==> config.mk <==
export PLATFORM = sky130hd
export DESIGN_NAME = uart_tx_scheduler_flat
export DESIGN_NICKNAME = d
export VERILOG_FILES = /design/src/rtl/uart_tx_scheduler_if.sv /design/src/rtl/uart_tx_scheduler.sv /design/src/flat_wrapper.sv
export SDC_FILE = /design/constraint.sdc
export NUM_CORES = 1
export LEC_CHECK = 0
export BUFFER_PORTS_ARGS = -buffer_cell sky130_fd_sc_hd__buf_2
export CAP_MARGIN = 5
export CORE_UTILIZATION = 30
export CTS_BUF_LIST = sky130_fd_sc_hd__clkbuf_16
export DETAILED_ROUTE_END_ITERATION = 7
export PLACE_DENSITY = 0.55
export SYNTH_ARGS = -nofsm -noshare
export SYNTH_HDL_FRONTEND = slang
export SYNTH_SLANG_ARGS = --single-unit
==> constraint.sdc <==
create_clock -name clk -period 4.25 [get_ports clk]
set_input_delay 0.6375 -clock clk [delete_from_list [all_inputs] [get_ports clk]]
set_output_delay 0.6375 -clock clk [all_outputs]
set_load 0.005 [all_outputs]
==> src/rtl/uart_tx_scheduler_if.sv <==
// rtl/uart_tx_scheduler_if.sv - requester and transmitter handshake bundle for uart_tx_scheduler
interface uart_tx_scheduler_if #(
   parameter int N_REQ = 4
);
   logic [N_REQ-1:0]   req;
   logic [8*N_REQ-1:0] req_data;
   logic [N_REQ-1:0]   ack;
   logic               tx_wr;
   logic [7:0]         tx_data;
   logic               tx_busy;

   // slave: the scheduler itself
   modport slave (
      input  req, req_data, tx_busy,
      output ack, tx_wr, tx_data
   );

   // master: the surrounding producers and transmitter
   modport master (
      output req, req_data, tx_busy,
      input  ack, tx_wr, tx_data
   );
endinterface

==> src/rtl/uart_tx_scheduler.sv <==
// rtl/uart_tx_scheduler.sv - round-robin sharing of one UART transmitter between N_REQ byte producers
module uart_tx_scheduler #(
   parameter int         N_REQ        = 4,
   parameter int         BUSY_TIMEOUT = 64,
   parameter logic [2:0] BAUD_DEFAULT = 3'b111
) (
   input  logic                   clk,
   input  logic                   reset,
   input  logic                   enable,
   input  logic [2:0]             cfg_baud,
   output logic                   tx_en,
   output logic [2:0]             baud_select,
   output logic [2:0]             active_id,
   output logic                   timeout_err,
   uart_tx_scheduler_if.slave     bus
);
   localparam int             CW      = $clog2(BUSY_TIMEOUT);
   localparam logic [CW-1:0]  CNT_MAX = CW'(BUSY_TIMEOUT - 1);

   typedef enum logic [1:0] {IDLE, ISSUE, WAIT_BUSY, WAIT_DONE} state_t;

   state_t             state_q, state_d;
   logic [N_REQ-1:0]   ack_q, ack_d;
   logic               tx_wr_q, tx_wr_d;
   logic [7:0]         tx_data_q, tx_data_d;
   logic               tx_en_q, tx_en_d;
   logic [2:0]         baud_q, baud_d;
   logic [2:0]         active_id_q, active_id_d;
   logic               timeout_err_q, timeout_err_d;
   logic [2:0]         last_id_q, last_id_d;
   logic [CW-1:0]      cnt_q, cnt_d;

   logic               found;
   logic [2:0]         winner;
   logic [3:0]         cand;
   logic [8*N_REQ-1:0] data_sh;

   // Search starts just after the last winner, wrapping modulo N_REQ.
   always_comb begin
      found  = 1'b0;
      winner = 3'd0;
      cand   = 4'd0;
      for (int off = 1; off <= N_REQ; off++) begin
         cand = 4'(last_id_q) + 4'(off);
         if (cand >= 4'(N_REQ)) cand = cand - 4'(N_REQ);
         if (!found && (|(bus.req & (N_REQ'(1) << cand)))) begin
            found  = 1'b1;
            winner = cand[2:0];
         end
      end
   end

   assign data_sh = bus.req_data >> {winner, 3'b000};

   always_comb begin
      state_d       = state_q;
      ack_d         = '0;
      tx_wr_d       = 1'b0;
      timeout_err_d = 1'b0;
      tx_data_d     = tx_data_q;
      baud_d        = baud_q;
      active_id_d   = active_id_q;
      last_id_d     = last_id_q;
      cnt_d         = cnt_q;
      tx_en_d       = enable | (state_q != IDLE);
      case (state_q)
         IDLE: begin
            baud_d = cfg_baud;
            if (enable && found) begin
               tx_data_d   = data_sh[7:0];
               active_id_d = winner;
               ack_d       = N_REQ'(1) << winner;
               last_id_d   = winner;
               state_d     = ISSUE;
            end
         end
         ISSUE: begin
            tx_wr_d = 1'b1;
            cnt_d   = '0;
            state_d = WAIT_BUSY;
         end
         WAIT_BUSY: begin
            if (bus.tx_busy) begin
               state_d = WAIT_DONE;
            end else if (cnt_q == CNT_MAX) begin
               timeout_err_d = 1'b1;
               state_d       = IDLE;
            end else begin
               cnt_d = cnt_q + 1'b1;
            end
         end
         WAIT_DONE: begin
            // No timeout here: frame length scales with the selected baud.
            if (!bus.tx_busy) state_d = IDLE;
         end
         default: state_d = IDLE;
      endcase
   end

   always_ff @(posedge clk or posedge reset) begin
      if (reset) begin
         state_q       <= IDLE;
         ack_q         <= '0;
         tx_wr_q       <= 1'b0;
         tx_data_q     <= 8'h00;
         tx_en_q       <= 1'b0;
         baud_q        <= BAUD_DEFAULT;
         active_id_q   <= 3'd0;
         timeout_err_q <= 1'b0;
         last_id_q     <= 3'(N_REQ - 1);
         cnt_q         <= '0;
      end else begin
         state_q       <= state_d;
         ack_q         <= ack_d;
         tx_wr_q       <= tx_wr_d;
         tx_data_q     <= tx_data_d;
         tx_en_q       <= tx_en_d;
         baud_q        <= baud_d;
         active_id_q   <= active_id_d;
         timeout_err_q <= timeout_err_d;
         last_id_q     <= last_id_d;
         cnt_q         <= cnt_d;
      end
   end

   assign bus.ack      = ack_q;
   assign bus.tx_wr    = tx_wr_q;
   assign bus.tx_data  = tx_data_q;
   assign tx_en        = tx_en_q;
   assign baud_select  = baud_q;
   assign active_id    = active_id_q;
   assign timeout_err  = timeout_err_q;
endmodule

==> src/flat_wrapper.sv <==
// flat-port wrapper written by rule: the top's interface ports become plain ports
module uart_tx_scheduler_flat 
#(
   parameter int         N_REQ        = 4,
   parameter int         BUSY_TIMEOUT = 64,
   parameter logic [2:0] BAUD_DEFAULT = 3'b111
)
  (clk, reset, enable, cfg_baud, tx_en, baud_select, active_id, timeout_err, bus_req, bus_req_data, bus_tx_busy, bus_ack, bus_tx_wr, bus_tx_data);
  uart_tx_scheduler_if #(.N_REQ(N_REQ)) bus_i ();
  input  logic clk;
  input  logic reset;
  input  logic enable;
  input  logic [2:0] cfg_baud;
  output logic tx_en;
  output logic [2:0] baud_select;
  output logic [2:0] active_id;
  output logic timeout_err;
  input wire logic [$bits(bus_i.req)-1:0] bus_req;
  input wire logic [$bits(bus_i.req_data)-1:0] bus_req_data;
  input wire logic [$bits(bus_i.tx_busy)-1:0] bus_tx_busy;
  output wire logic [$bits(bus_i.ack)-1:0] bus_ack;
  output wire logic [$bits(bus_i.tx_wr)-1:0] bus_tx_wr;
  output wire logic [$bits(bus_i.tx_data)-1:0] bus_tx_data;
  assign bus_i.req = bus_req;
  assign bus_i.req_data = bus_req_data;
  assign bus_i.tx_busy = bus_tx_busy;
  assign bus_ack = bus_i.ack;
  assign bus_tx_wr = bus_i.tx_wr;
  assign bus_tx_data = bus_i.tx_data;
  uart_tx_scheduler #(.N_REQ(N_REQ), .BUSY_TIMEOUT(BUSY_TIMEOUT), .BAUD_DEFAULT(BAUD_DEFAULT)) u_core (.clk(clk), .reset(reset), .enable(enable), .cfg_baud(cfg_baud), .tx_en(tx_en), .baud_select(baud_select), .active_id(active_id), .timeout_err(timeout_err), .bus(bus_i));
endmodule
==> reports/qor.yml, run 1 <==
worst_setup_path:
  crit_type: "reg2reg"
  reg2reg_slack_ns: 0.65
  cp-end-kind: "flip-flop"
  reg2reg_from: "u_core.last_id_q[0]"
  required_ns: 4.43
  worst_ep_arrival_time_ns: 3.78
  r2r_cells: 8
  crit_fanout: 24
  cp-start-kind: "flip-flop"
  r2r-end: "u_core.bus.tx_data[5]"
synth:
  synth_ff_type: "dfrtp_1"
  synth_cell_types: 49
  netlist_top_cells_area: "dfrtp_1 (31%), dfstp_2 (6.2%), ha_1 (4.7%)"
  postSynthCellCount: 224
  yosysSeqAreaShare_pct: 36.8
  synth_most_common_cell: "dfrtp_1"
  synth_top_area_share_pct: 30.6
  yosysWarningCount: 0
  syn-cell-area_mm2: 0.00213
  synth_edf_count: 0
  synthArstFlopShare_pct: 100
  syn_avg_cell_area_um2: 9.49
  yosys_register_bits: 31
  yosys.area.top_type: "dfrtp_1"
  syn-num-nets: 275
  synthTopCellsByCount: "dfrtp_1 (26), nand2_1 (24), inv_1 (13)"
detailed_routing:
  drtPass1Iterations: 4
  avgRoutedWirePerCell_um: 14.4
  num_vias: 1984
  avgViaCountPerCell: 5.17
  drt_iter0_drc: 99
  drt-total-wl_um: 5520
  drtAntennaViolNets: 0
  drc: 0
cts:
  htree_num_levels: 2
  cts_buffer_depth: 2
  numCtsBuffers: 5
  clkSinkCount: 31
  cts_resized: 0
  cts_tree: "built"
  postCtsSetupRepairBufs: 0
  insertion_delay_ns: 0.28
  cts.clk_slew.worst_paths_ns: 0.05
  cts_root_buf: "clkbuf_16"
  cts_hold_buf: 0
floorplan:
  die_w_um: 86.2
  rows: 30
  die_h_um: 86.2
  dieArea_mm2: 0.00743
  core_mm2: 0.00683
  start_util_pct: 31.1
  io_pins: 64
placement:
  port_buffers: 63
  place_area_mm2: 0.00253
  gp_congestion: 0.830
  hpwl_um: 4250
timing:
  relSlewSlack_pct: 20.2
  hold_ws_ns: 0.428
  worst_pin_slew_ns: 1.18
  hold_viol: 0
  fmax_ghz: 0.278
  fin_worst_skew_ns: 0.00622
  period_share_pct: 84.6
  finalSetupViolations: 0
  fin_crit_ns: 3.60
  setup_tns_ns: 0
  grt_setup_unrepaired: "no"
  final_max_slew_viol_count: 0
power_and_ir_drop:
  vdd_drop_max_mv: 0.319
  static-leakage-power_nw: 1.25
  p_per_area_mw_per_mm2: 768
  p_total_mw: 2.07
cells_and_area:
  drive_above_1_share_pct: 30.6
  syn_to_final_growth_pct: 26.7
  fin_area_mm2: 0.00269
  diodes: 0
  n_fill_cell: 746
  finalNetCount: 338
global_routing:
  antenna_found_initial: 0
  grt_use_total_pct: 15.6
  grt_pass1_vias: 1921
  grt-ovfl-total: 0
  grt_max_degree: 32
  grt_pass1_wl_um: 9200
run_status:
  status: "finished, final reports clean"
job:
  drv_cap: 0
min_path:
  hold_class: "in2async"
-- area by class of cell --
| cell class | instances | area (um2) | area share, % |
|---|---|---|---|
| inverter | 13 | 48.8 | 1.81 |
| sequential | 31 | 782 | 29.0 |
| multi-input combinational | 170 | 1240 | 46.1 |
| clock buffer | 5 | 125 | 4.65 |
| clock inverter | 3 | 37.5 | 1.39 |
| timing repair buffer | 66 | 338 | 12.5 |
| tap | 96 | 120 | 4.46 |
-- stage by stage --
stage	worst slack, ns	util (%)	cells
2_1_floorplan	1.09	-	224
3_3_place_gp	0.748	37.0	376
3_5_place_dp	0.710	37.0	376
4_1_cts	0.689	39.4	384
5_1_grt	0.289	39.4	384
6_report	0.653	39.4	384
-- worst max path at each step --
stage	start	to	depth (start not counted)
after detailed placement	u_core.last_id_q[0]	u_core.bus.tx_data[5]	8
after global routing	u_core.last_id_q[0]	u_core.bus.tx_data[1]	8
final	u_core.last_id_q[0]	u_core.bus.tx_data[5]	8
after global placement	u_core.last_id_q[0]	u_core.bus.tx_data[4]	8
after CTS	u_core.last_id_q[0]	u_core.bus.tx_data[0]	8
after floorplan	u_core.last_id_q[0]	u_core.bus.tx_data[5]	11
-- cell families (layout without fill, tap and decap cells) --
kind of cell	Yosys count	in the layout	share of synthesized area, %
adders and majority gates	8	8	4.71
and+or+nand+nor	70	70	17.7
DFF	31	31	36.8
xor gates and xnor gates	4	4	1.65
AOI/OAI and AO/OA	76	76	28.5
muxes	12	12	5.83
buffers and inverters	23	87	4.83
-- flip-flops by register name, summed over array words and instances (netlist names) --
register / flops
u_core.baud_select: 3
u_core.bus.ack: 4
u_core.active_id: 2
u_core.bus.tx_data: 8
u_core.last_id_q: 3
u_core.bus.tx_wr: 1
u_core.tx_en: 1
u_core.state_q: 2
u_core.cnt_q: 6
u_core.timeout_err: 1
-- report_power, final --
part / total (mW) / switching (mW) / internal (mW)
Sequential: 0.528 / 0.107 / 0.421
Clock: 0.390 / 0.119 / 0.271
Combinational: 1.15 / 0.684 / 0.466
Total: 2.07 / 0.910 / 1.16
-- critical path, cell delays in order (launching register included) --
cell,delay [ns]
dfstp_2,0.82
inv_1,0.33
ha_1,0.37
a222oi_1,0.56
o21ai_1,0.36
nor2_2,0.37
a22o_2,0.35
a211oi_1,0.13
o31ai_1,0.21
-- per-layer routing --
metal | vias up | track usage (%) | routed length, um
met5 | - | 0 | 0
met2 | 75 | 24.3 | 2440
met3 | 8 | 2.86 | 339
met4 | 0 | 5.76 | 68
li1 | 993 | - | -
met1 | 908 | 21.5 | 2670
-- layout by cell type, fill, tap and decap left out, types with 3 or more instances in the layout --
| cell type | count |
|---|---|
| a22oi_1 | 4 |
| clkbuf_16 | 5 |
| or3_1 | 9 |
| nand2_1 | 24 |
| mux2_2 | 3 |
| dfrtp_1 | 26 |
| dfstp_2 | 5 |
| o31ai_1 | 8 |
| nor2_1 | 9 |
| o21ai_0 | 5 |
| a221oi_1 | 8 |
| buf_4 | 3 |
| a21o_1 | 5 |
| xor2_1 | 4 |
| ha_1 | 8 |
| mux2i_1 | 9 |
| a31oi_1 | 8 |
| a211oi_1 | 8 |
| inv_1 | 15 |
| or4_1 | 8 |
| a21oi_1 | 4 |
| o211ai_1 | 9 |
| buf_2 | 63 |
Power figures use the tool's default switching activity.
==> inputs of run 2 (changes only) <==
clock period = 3.7 ns   (was 4.25 ns; I/O delays follow)
==> reports/qor.yml, run 2 (synthesis results as in run 1) <==
power_and_ir_drop:
  p_total_mw: 2.42  # +17%
  p_per_area_mw_per_mm2: 886  # +15%
  vdd_drop_max_mv: 0.331  # +3.7%
  static-leakage-power_nw: 1.27  # +2.1%
cells_and_area:
  fin_area_mm2: 0.00273  # +1.4%
  mostFrequentLayoutCell: "buf_2"
  largest_register_ffs: 8  # unchanged
  utilization_pct: 40.0  # +0.55 points
  syn_to_final_growth_pct: 28.4
  layout_common_cells: "buf_2 (63), dfrtp_1 (26), nand2_1 (24), inv_1 (13), buf_4 (11)"
  finalNetCount: 346  # +2.4%
  drive_above_1_share_pct: 33.1  # +2.6 points
  n_fill_cell: 738  # -1.1%
  diodes: 0  # unchanged
timing:
  hold_ws_ns: 0.473  # +0.0451 ns
  relSlewSlack_pct: 29.3  # +9.1 points
  fin_worst_skew_ns: 0.00476  # -0.00146 ns
  period_share_pct: 82.3  # -2.4 points
  worst_pin_slew_ns: 1.06  # -0.121 ns
  setup_tns_ns: 0  # unchanged
  final_max_slew_viol_count: 0  # unchanged
  finalSetupViolations: 0  # unchanged
  fin_crit_ns: 3.04  # -0.553 ns
  grt_setup_unrepaired: "no"
  hold_viol: 0  # unchanged
  fmax_ghz: 0.329  # +18%
cts:
  postCtsSetupRepairBufs: 0  # unchanged
  insertion_delay_ns: 0.27  # about the same
  numCtsBuffers: 5  # unchanged
  clkSinkCount: 31  # unchanged
  cts_root_buf: "clkbuf_16"
  cts_hold_buf: 0  # unchanged
  cts_tree: "built"
  cts_buffer_depth: 2  # unchanged
  cts_resized: 0  # unchanged
  htree_num_levels: 2  # unchanged
  cts.clk_slew.worst_paths_ns: 0.05  # about the same
detailed_routing:
  avgRoutedWirePerCell_um: 14.4  # +0.50%
  drtPass1Iterations: 4  # unchanged
  avgViaCountPerCell: 5.16  # -0.16%
  num_vias: 2022  # +1.9%
  drc: 0  # unchanged
  drt-total-wl_um: 5660  # +2.6%
  drtAntennaViolNets: 0  # unchanged
  drt_iter0_drc: 73  # -26%
worst_setup_path:
  worst_ep_arrival_time_ns: 3.22  # -0.56 ns
  crit_fanout: 13  # -46%
  required_ns: 3.87  # -0.56 ns
  critPathSlowestCell: "dfstp_2"
  cp-end-kind: "flip-flop"
  r2r_cells: 8  # unchanged
  crit_type: "reg2reg"
  cp-start-kind: "flip-flop"
  path_cells: "inv_1 > ha_1 > a22oi_1 > o21ai_0 > o21ai_1 > a22o_2 > a211oi_1 > o31ai_1"
  max_stage_delay_ns: 0.64  # -0.18 ns
floorplan:
  die_h_um: 86.2  # unchanged
  start_util_pct: 31.1  # unchanged
  die_w_um: 86.2  # unchanged
  rows: 30  # unchanged
  io_pins: 64  # unchanged
  dieArea_mm2: 0.00743  # unchanged
  core_mm2: 0.00683  # unchanged
global_routing:
  antenna_found_initial: 0  # unchanged
  grt-ovfl-total: 0  # unchanged
  grt_pass1_vias: 1893  # -1.5%
  grt_max_degree: 30  # -6.3%
  grt_pass1_wl_um: 9340  # +1.6%
  grt_use_total_pct: 15.9  # +0.31 points
placement:
  place_area_mm2: 0.00259  # +2.4%
  gp_congestion: 0.806  # -2.9%
  hpwl_um: 4370  # +2.8%
  port_buffers: 63  # unchanged
min_path:
  holdPathStages: 2
  hold_class: "reg2reg"
run_status:
  status: "finished, final reports clean"
job:
  drv_cap: 0  # unchanged
## run 2: cell types whose count changed in the layout (fill, tap and decap cells not counted), sizes merged
| cell | delta |
|---|---|
| buf | +8 |
| clkinv | +3 |
| inv | -2 |
| bufinv | -1 |
## run 2: cell type report
class / count / area [um2] / share of cell area (%)
multi-input cells: 170 / 1240 / 45.5
flip-flops and latches: 31 / 782 / 28.6
repair buffers: 74 / 398 / 14.6
clock buffers: 5 / 125 / 4.58
well taps: 96 / 120 / 4.40
inverters: 13 / 48.8 / 1.79
clock inverters: 3 / 15.0 / 0.550
## run 2: path summary, 6_finish.rpt
check	from	to	slack [ns]
setup / recovery	u_core.last_id_q[1]	u_core.bus.tx_data[5]	0.66
hold / removal	u_core.bus.tx_data[0]	u_core.bus.tx_data[0]	0.47
hold reg to reg	u_core.bus.tx_data[0]	u_core.bus.tx_data[0]	0.47
min in group asynchronous	reset	u_core.cnt_q[4]	0.54
setup reg to reg	u_core.last_id_q[1]	u_core.bus.tx_data[5]	0.66
max in group asynchronous	reset	u_core.baud_select[2]	2.43
## run 2: power by group
| group | internal, mW | leakage [nW] | total, mW | switching, mW |
|---|---|---|---|---|
| Combinational | 0.606 | 0.810 | 1.45 | 0.847 |
| Sequential | 0.482 | 0.388 | 0.579 | 0.0964 |
| Clock | 0.245 | 0.0733 | 0.387 | 0.142 |
| Total | 1.33 | 1.27 | 2.42 | 1.09 |
## run 2: routing by layer
metal	share of wire, %	wire length [um]	track usage (%)
met5	0	0	0
met4	0.81	46	3.64
met3	5.3	302	3.24
met2	45	2530	24.6
met1	49	2780	22.7
## run 2: per-stage QoR
step	std cells	worst slack (ns)
finish	392	0.656
global route	392	0.368
CTS	392	0.642
detailed placement	384	0.658
global placement	384	0.703
floorplan	224	0.538
## run 2: critical path: cells and delay by family (launching register included)
kind / cells / cell delay [ns]
AOI/OAI and AO/OA: 6 / 1.91
DFF: 1 / 0.64
adders and majority gates: 1 / 0.27
buffers and inverters: 1 / 0.11
==> inputs of run 3 (changes only) <==
PLACE_DENSITY = 0.57   (was 0.55)
clock period = 2.78 ns   (was 3.7 ns; I/O delays follow)
==> reports/qor.yml, run 3 (synthesis results as in run 1) <==
run_status:
  status: "finished, final reports clean"
cts:
  clkSinkCount: 31  # unchanged
  cts_root_buf: "clkbuf_16"
  cts_hold_buf: 0  # unchanged
  cts.clk_slew.worst_paths_ns: 0.05  # about the same
  cts_buffer_depth: 2  # unchanged
  insertion_delay_ns: 0.27  # about the same
  cts_tree: "built"
  numCtsBuffers: 5  # unchanged
  htree_num_levels: 2  # unchanged
worst_setup_path:
  path_cells: "inv_4 > ha_2 > a222oi_1 > buf_4 > o21a_2 > nand2_4 > o311a_2 > a31oi_1 > o31ai_1"
  crit_fanout: 11  # -2
  cp_top_family: "compound AO/OA/AOI/OAI gates"
  critPathBufInv: 2  # +1
  cp-end-kind: "flip-flop"
  reg2reg_from: "u_core.last_id_q[0]"
  worst_ep_arrival_time_ns: 2.85  # -0.37 ns
  crit_start: "u_core.last_id_q[0]"
  crit_type: "reg2reg"
  cp-start-kind: "flip-flop"
  critPathSlowestCell: "dfstp_2"
  max_stage_delay_ns: 0.62  # -0.02 ns
  required_ns: 2.92  # -0.95 ns
detailed_routing:
  drtPass1Iterations: 4  # unchanged
  drt-total-wl_um: 5890  # +4.0%
  drt_iter0_drc: 138  # +89%
  drtAntennaViolNets: 0  # unchanged
  avgRoutedWirePerCell_um: 14.4  # -0.31%
  num_vias: 2120  # +4.8%
  avgViaCountPerCell: 5.18  # +0.49%
  drc: 0  # unchanged
timing:
  worst_pin_slew_ns: 0.501  # -0.557 ns
  finalSetupViolations: 0  # unchanged
  relSlewSlack_pct: 66.5  # +37 points
  grt_setup_unrepaired: "yes"
  final_max_slew_viol_count: 0  # unchanged
  fmax_ghz: 0.369  # +12%
  fin_crit_ns: 2.71  # -0.336 ns
  fin_worst_skew_ns: 0.00467  # -0.0000894 ns
  hold_viol: 0  # unchanged
  hold_ws_ns: 0.164  # -0.309 ns
  period_share_pct: 97.4  # +15 points
cells_and_area:
  drive_above_1_share_pct: 40.3  # +7.1 points
  finalNetCount: 363  # +4.9%
  layout_common_cells: "buf_2 (63), buf_4 (27), dfrtp_1 (26), nand2_1 (23), inv_1 (12)"
  final_cells: 409  # +4.3%
  n_fill_cell: 708  # -4.1%
  mostFrequentLayoutCell: "buf_2"
  diodes: 0  # unchanged
  largest_register_ffs: 8  # unchanged
  syn_to_final_growth_pct: 38.3
floorplan:
  io_pins: 64  # unchanged
  start_util_pct: 31.1  # unchanged
  die_w_um: 86.2  # unchanged
  dieArea_mm2: 0.00743  # unchanged
  core_mm2: 0.00683  # unchanged
  die_h_um: 86.2  # unchanged
  rows: 30  # unchanged
power_and_ir_drop:
  vdd_drop_max_mv: 0.422  # +27%
  static-leakage-power_nw: 1.37  # +7.7%
  p_per_area_mw_per_mm2: 1220  # +38%
  p_total_mw: 3.58  # +48%
global_routing:
  grt-ovfl-total: 0  # unchanged
  grt_max_degree: 20  # -33%
  grt_use_total_pct: 16.1  # +0.21 points
  grt_pass1_wl_um: 9350  # about the same
  antenna_found_initial: 0  # unchanged
  grt_pass1_vias: 1894  # +0.053%
placement:
  hpwl_um: 4480  # +2.3%
  dp.cells: 396  # +3.1%
  gp_congestion: 0.878  # +9.0%
  port_buffers: 63  # unchanged
job:
  drv_cap: 0  # unchanged
min_path:
  hold_class: "in2async"
-- run 3: cell count changes in the layout (fill, tap and decap cells not counted), moves of 2 or more --
cell,change
a31oi_1,-2
a31oi_2,+2
clkinv_2,-2
ha_1,-2
o21ai_0,-2
a221oi_1,-2
a221oi_2,+2
buf_4,+16
-- run 3: worst paths after layout --
kind | depth (start not counted) | slack, ns | end
max | 9 | 0.07 | u_core.bus.tx_data[4]
min | 2 | 0.16 | u_core.timeout_err
max reg2reg | 9 | 0.07 | u_core.bus.tx_data[4]
min reg2reg | 2 | 0.47 | u_core.bus.tx_data[3]
max in group asynchronous | 3 | 1.99 | u_core.bus.tx_data[6]
min in group clk | 2 | 0.35 | u_core.timeout_err
-- run 3: stage by stage --
stage / setup TNS (ns) / worst slack (ns) / util [%] / area (um2)
final: 0 / 0.0719 / 43.0 / 2940
after global routing: -0.390 / -0.0752 / 43.0 / 2940
after CTS: 0 / 0.00281 / 41.7 / 2850
after detailed placement: 0 / 0.00495 / 39.7 / 2710
after global placement: 0 / 0.0354 / 39.7 / 2710
after floorplan: -0.00205 / -0.00205 / - / 2180
-- run 3: cell type report --
cell class	instances	area [um2]	area share (%)
multi-input combinational	170	1310	44.6
sequential	31	782	26.6
clock buffer	5	125	4.26
tap	96	120	4.09
timing repair buffer	91	538	18.3
inverter	13	51.3	1.75
clock inverter	3	12.5	0.426
-- run 3: metal layers --
layer | track usage (%) | vias to the layer above | wire length, um
met4 | 4.70 | 0 | 87
met5 | 0 | - | 0
met3 | 2.86 | 10 | 392
met2 | 26.0 | 79 | 2680
met1 | 22.0 | 989 | 2730
li1 | - | 1042 | -
-- run 3: worst reg2reg max path, stage by stage (launching register included) --
cell and delay [ns]:
dfstp_2 0.62, inv_4 0.07, ha_2 0.21, a222oi_1 0.30, buf_4 0.17, o21a_2 0.22, nand2_4 0.09, o311a_2 0.53
a31oi_1 0.26, o31ai_1 0.12
-- run 3: where the power goes --
group	switching (mW)	internal, mW	total [mW]
sequential	0.124	0.642	0.766
combinational	1.26	1.06	2.32
clock	0.175	0.322	0.498
-- run 3: repair_timing --
| item | 4_1_cts | 5_1_grt |
|---|---|---|
| hold endpoints to repair | 0 | 0 |
| endpoints found under the setup margin | 0 | 12 |
| buffers inserted | 0 | 4 |
| gates resized for setup | 0 | 13 |
